## src/rtl/frame_scan_writer.sv

```systemverilog
// frame_scan_writer
//
// Walks a SCREEN_W x SCREEN_H frame in row-major order, presents each
// coordinate to a pixel renderer and writes the renderer's color to a VGA
// adapter once the color arrives LATENCY clocks later.
//
// A scan starts on a rising edge of frameClk seen while idle. Each coordinate
// is issued exactly once with no gaps. The coordinate travels through a
// LATENCY-deep shift pipeline so that it lines up with its color. It is then
// registered into the VGA outputs together with a one-cycle plot strobe.
//
// Optional feature macro: FRAME_SCAN_QUEUE_EN
//   defined   : a frame request arriving while busy is remembered (one deep).
//               The queued scan starts right after the current one finishes.
//               The sticky overrun flag is raised and is only cleared by reset.
//   undefined : requests while busy are dropped and overrun is tied low.
//
// Ports
//   clk        in   system clock, all logic on the rising edge
//   resetn     in   synchronous active-low reset
//   frameClk   in   frame request level, rising edge starts a scan
//   color[2:0] in   renderer color for the x/y issued LATENCY clocks earlier
//   x[7:0]     out  column presented to the renderer
//   y[7:0]     out  row presented to the renderer
//   vgaX[7:0]  out  column written to the VGA adapter
//   vgaY[7:0]  out  row written to the VGA adapter
//   vgaColor   out  color written to the VGA adapter
//   plot       out  VGA write strobe, one pixel per high cycle
//   busy       out  high from the first issue through the frameDone cycle
//   frameDone  out  one-cycle pulse alongside the final pixel's plot
//   overrun    out  sticky request-while-busy flag (queue build only)

module frame_scan_writer #(
    parameter int SCREEN_W = 160,
    parameter int SCREEN_H = 120,
    parameter int LATENCY  = 2
) (
    input  logic       clk,
    input  logic       resetn,
    input  logic       frameClk,
    input  logic [2:0] color,
    output logic [7:0] x,
    output logic [7:0] y,
    output logic [7:0] vgaX,
    output logic [7:0] vgaY,
    output logic [2:0] vgaColor,
    output logic       plot,
    output logic       busy,
    output logic       frameDone,
    output logic       overrun
);

    localparam logic [7:0] LAST_X = 8'(SCREEN_W - 1);
    localparam logic [7:0] LAST_Y = 8'(SCREEN_H - 1);

    typedef enum logic [1:0] {
        IDLE  = 2'd0,
        SCAN  = 2'd1,
        DRAIN = 2'd2
    } scanState_t;

    scanState_t         state;
    logic               frameClkPrev;
    logic               frameEdge;
    logic               startReq;
    logic               issueValid;
    logic               tailValid;
    logic               tailLast;
    logic [LATENCY-1:0] pipeValid;
    logic [7:0]         pipeX [LATENCY];
    logic [7:0]         pipeY [LATENCY];

    // The previous-sample register comes out of reset at 1, so a frameClk
    // that is already high when reset releases is not mistaken for an edge.
    assign frameEdge  = frameClk & ~frameClkPrev;
    assign issueValid = (state == SCAN);
    assign tailValid  = pipeValid[LATENCY-1];
    assign tailLast   = tailValid
                        && (pipeX[LATENCY-1] == LAST_X)
                        && (pipeY[LATENCY-1] == LAST_Y);

`ifdef FRAME_SCAN_QUEUE_EN
    logic pending;

    // A request seen in any non-idle state (including the DRAIN cycle that
    // is about to exit) is parked here. It is consumed by the idle state on
    // the following cycle, which launches the queued scan.
    always_ff @(posedge clk) begin
        if (!resetn) begin
            pending <= 1'b0;
            overrun <= 1'b0;
        end else if (frameEdge && (state != IDLE)) begin
            pending <= 1'b1;
            overrun <= 1'b1;
        end else if (state == IDLE) begin
            pending <= 1'b0;
        end
    end

    assign startReq = frameEdge | pending;
`else
    assign overrun  = 1'b0;
    assign startReq = frameEdge;
`endif

    // Scan control. SCAN issues one coordinate per clock in row-major order.
    // DRAIN waits for the last coordinate to leave the pipeline and be
    // plotted. x/y sit at zero whenever nothing is being issued, so the next
    // scan begins at (0,0) without an extra load cycle.
    always_ff @(posedge clk) begin
        if (!resetn) begin
            state        <= IDLE;
            frameClkPrev <= 1'b1;
            x            <= 8'd0;
            y            <= 8'd0;
            busy         <= 1'b0;
        end else begin
            frameClkPrev <= frameClk;
            case (state)
                IDLE: begin
                    if (startReq) begin
                        state <= SCAN;
                        busy  <= 1'b1;
                    end
                end
                SCAN: begin
                    if (x == LAST_X) begin
                        x <= 8'd0;
                        if (y == LAST_Y) begin
                            y     <= 8'd0;
                            state <= DRAIN;
                        end else begin
                            y <= y + 8'd1;
                        end
                    end else begin
                        x <= x + 8'd1;
                    end
                end
                DRAIN: begin
                    if (frameDone) begin
                        state <= IDLE;
                        busy  <= 1'b0;
                    end
                end
                default: begin
                    state <= IDLE;
                    busy  <= 1'b0;
                    x     <= 8'd0;
                    y     <= 8'd0;
                end
            endcase
        end
    end

    // Coordinate delay line. Stage 0 captures what is being issued this
    // cycle; the last stage lines up with the renderer's color output.
    always_ff @(posedge clk) begin
        if (!resetn) begin
            pipeValid <= '0;
            for (int i = 0; i < LATENCY; i++) begin
                pipeX[i] <= 8'd0;
                pipeY[i] <= 8'd0;
            end
        end else begin
            pipeValid[0] <= issueValid;
            pipeX[0]     <= x;
            pipeY[0]     <= y;
            for (int i = 1; i < LATENCY; i++) begin
                pipeValid[i] <= pipeValid[i-1];
                pipeX[i]     <= pipeX[i-1];
                pipeY[i]     <= pipeY[i-1];
            end
        end
    end

    // VGA write stage. The coordinate and color only update on a valid tail
    // entry, so the adapter sees stable values between strobes.
    always_ff @(posedge clk) begin
        if (!resetn) begin
            vgaX      <= 8'd0;
            vgaY      <= 8'd0;
            vgaColor  <= 3'd0;
            plot      <= 1'b0;
            frameDone <= 1'b0;
        end else begin
            plot      <= tailValid;
            frameDone <= tailLast;
            if (tailValid) begin
                vgaX     <= pipeX[LATENCY-1];
                vgaY     <= pipeY[LATENCY-1];
                vgaColor <= color;
            end
        end
    end

endmodule
```

## config.mk

```make
export PLATFORM = sky130hd
export DESIGN_NAME = frame_scan_writer
export DESIGN_NICKNAME = d
export VERILOG_FILES = /design/src/rtl/frame_scan_writer.sv
export SDC_FILE = /design/constraint.sdc
export NUM_CORES = 1
export LEC_CHECK = 0
export ABC_CLOCK_PERIOD_IN_PS = 2620
export CORE_MARGIN = 2
export CORE_UTILIZATION = 50
export CTS_CLUSTER_SIZE = 10
export DETAILED_ROUTE_END_ITERATION = 16
export GPL_TIMING_DRIVEN = 0
export PLACE_DENSITY_LB_ADDON = 0.05
export SLEW_MARGIN = 20
export SYNTH_ARGS = -nofsm -noshare
export SYNTH_HDL_FRONTEND = slang
export SYNTH_SLANG_ARGS = --single-unit
export TNS_END_PERCENT = 1
```

## constraint.sdc

```tcl
create_clock -name clk -period 2.62 [get_ports clk]
set_clock_uncertainty 0.2 [all_clocks]
set_input_delay 0.524 -clock clk [delete_from_list [all_inputs] [get_ports clk]]
set_output_delay 0.524 -clock clk [all_outputs]
set_load 0.05 [all_outputs]
```

==> results.md <==
- For this design, the slowest cell found on the critical path is clkdlybuf4s50_1.
- The clock latency at the later pin of the worst-skew pair is 0.33 ns.
- From synthesis to final layout, the design area changed by 28.35%.
- The slew at the pin with the worst max-slew slack is 0.6967 ns.
- Of the cells placed in the final design, the portion with a size suffix greater than 1 is 0.08000.
- The share of total power dissipated in the clock network is 0.467.
- Once the clock tree was built, the resizer swapped 0 gates to a different size.
- The congestion estimate from routability-driven global placement came to 0.8203.
- The count of port buffers added during placement is 43.
- The floorplan die height is 77.56 µm.
- Across the VDD grid, the largest voltage drop is 0.3914 mV.
- Walking the worst path, the cells encountered are clkdlybuf4s50_1.
- The maximum single-stage delay on the critical path is 0.87 ns.
- The initial utilization of the core area, before any placement, comes to 0.5230.
- Along the worst path, the maximum fanout reaches 8.
- The post-route antenna net violation count is 0.
- For this run, the share of the core covered by cells in the final layout is 0.6713.
- The number of remaining DRC errors is 0.
- STA classifies the critical path startpoint as a flip-flop.
- After the first detailed-routing iteration, the DRC count stood at 58.
- Counting both buffers and inverters, the worst setup path holds a total of 1.
- The number of violations of the max-capacitance limit is 0.
- Clock-pin slew was measured on the worst setup and hold paths at 0.08 ns.
- The tree is rooted in a clkbuf_8.
- Static timing analysis puts the maximum clock frequency at 0.4076 GHz.
- The library cells used most frequently in the layout, excluding fill and tap cells, are dfxtp_1, clkdlybuf4s50_1, and2_1.
- The power spent charging and discharging nets is 449.4 µW.
- The arrival time reported for the critical path endpoint is 1.73 ns.
- The type of the worst min-delay path is flip-flop to flip-flop.
- The final wirelength is 5302 µm.
- The post-synthesis average cell area is 10.13 µm².
- Post-CTS timing repair inserted 0 buffers for setup.
- The first-pass GRT wire length is 9204 µm.
- The H-tree generated during clock tree synthesis spans 3 levels.
- The leakage dissipation is 0.001259 µW.
- The floorplan step defined a die boundary enclosing 6015 µm².
- Setup repair after global routing left no endpoint under its margin.
- The synthesized netlist occupies a cell area of 2705 µm².
- The combinational cell fraction of total power is 0.033.
- The internal power of the cells totals 1852 µW.
- TritonCTS built the clock tree.
- The post-synthesis register bit count is 75.
- The number of antenna violations at the first check in global routing is 0.
- In this run the core area contains 26 standard-cell rows.
- The first TritonRoute pass finished after 4 iterations.
- The library cell used most frequently in the layout, excluding fill and tap cells, is dfxtp_1.
- Summed over all failing endpoints, the final setup total negative slack is 0 ns.
- Counting flops with an async set or reset pin after synthesis yields a share of 0.
- The period utilization is 0.9364.
- In the final routed layout, each cell accounts on average for 13.42 µm.
- After detailed routing, the number of vias per cell comes to 5.134.
- The total number of nets in the final design is 329.
- After layout, the minimum clock period comes to 2.453 ns.
- The max-slew headroom at the worst pin is 0.5356.
- The longest clock path from root to sink contains 2 buffers.
- The cell family with the largest share of critical-path delay is buffers and inverters.
- During I/O placement, the number of pins put on the boundary was 45.
- The HPWL after detailed placement is 3721 µm.
- The total grt overflow is 0.
- STA classifies the critical path endpoint as an output pin.
- For this run, the total global-route usage over all layers was measured as 0.1943.
- The cts-stage hold buffer count is 0.
- The sequential share of power is 0.500.
- The antenna diode count is 0.
- The total number of vias is 2028.
- The main flop type after synthesis is dfxtp_1.
- The count of flip-flops with a built-in enable after synthesis is 0.
- The number of pins with negative max-slew slack in the final report was 0.
- Counting the buffers created by CTS gives 9.
- The power density over the cells is 662.8 nW/µm².
- The critical path is of the flip-flop to output pin type.
- For this run, the register share of the synthesized area comes to 0.5550.
- The total area inside the core boundary comes to 5172 µm².
- Setup violations remaining at the end of the flow were counted as 0.
- For the worst setup path, the data required time is 1.90 ns.
- The number of clock sinks is 75.
- The switching part of the total power is 0.1953.
- The synthesized netlist net count is 275.
- The number of global-route vias before repair is 1992.
- The run finished with clean final reports.
- The number of endpoints with negative hold slack in the final report came to 0.
- The maximum number of pins on one net before global-route repair is 13.
- The number of warnings issued by yosys is 0.
- Counting every instance in the synthesized netlist gives 267.
- The number of unique standard cell types used by synthesis is 39.
- The die is 77.56 µm wide.
==> area by class of cell <==
cell class              instances  area, µm²
fillers                       404       1700
flip-flops and latches         75       1501
multi-input cells             172       1109
repair buffers                 43      430.4
clock buffers                  11      151.4
clock inverters                 4      97.59
well taps                      70      87.58
plain buffers                  15      76.32
inverters                       5      18.77
==> registers in the layout, indices dropped and copies added, names as in the netlist <==
name	count
pipeValid	2
frameClkPrev	1
busy	1
vgaX	8
y	8
plot	1
x	8
vgaY	8
frameDone	1
vgaColor	3
pipeY	16
pipeX	16
state	2
==> cell usage after synthesis (all sizes together), types with 2 or more instances <==
cell,instances,area share
nand4,6,0.014
mux2i,22,0.081
a31oi,5,0.017
buf,9,0.020
dfxtp,75,0.56
or4,4,0.011
o21ai,8,0.015
nor2b,3,0.0069
a22oi,2,0.0055
nand3,8,0.017
nand2,11,0.015
inv,5,0.0069
nand4b,3,0.0097
clkbuf,6,0.0083
nor4,2,0.0046
a21oi,8,0.015
and2,34,0.079
or3,4,0.0092
and3,4,0.0092
ha,2,0.0092
nor2,33,0.046
==> cells by family after synthesis <==
family	count (synthesis)	share of synthesized area
and+or+nand+nor	117	0.2391
adders and majority gates	2	0.009249
muxes	22	0.08141
other	1	0.001386
AOI/OAI and AO/OA	30	0.07863
buffers and inverters	20	0.03515
DFF	75	0.5550
==> through the flow <==
stage	hold slack, ns	cell area (µm²)	setup WS [ns]	power [µW]	instances
after CTS	0.2315	3472	0.1779	2325	395
after global placement	0.2151	3223	0.3665	1251	380
final	0.2347	3472	0.1666	2301	395
after detailed placement	0.2184	3223	0.3482	1252	380
after floorplan	0.1971	2705	0.3353	1225	267
after global routing	0.2470	3472	0.1368	2389	395
==> power by group through the flow <==
stage / Combinational, µW / Sequential, µW / Clock [µW]
6_report: 75.5 / 1150 / 1080
3_5_place_dp: 75.7 / 1180 / 0
5_1_grt: 82.7 / 1150 / 1160
3_3_place_gp: 75.0 / 1180 / 0
2_1_floorplan: 39.9 / 1190 / 0
4_1_cts: 76.2 / 1150 / 1100
==> layer usage <==
metal	vias to the layer above	GRT usage	share of wire
li1	1026	-	-
met1	923	0.2560	0.47
met2	64	0.3017	0.46
met3	15	0.04884	0.051
met4	0	0.08750	0.025
met5	-	0	0
==> worst paths after layout <==
check	startpoint	endpoint	slack, ns	cells after the start
worst min register to register	pipeX[0][1]	pipeX[0][9]	0.23	1
worst min-delay path	pipeX[0][1]	pipeX[0][9]	0.23	1
worst max register to register	y[0]	y[4]	0.54	5
worst max-delay path	y[7]	y[7]	0.17	1
(Power assumes the default switching activity.)
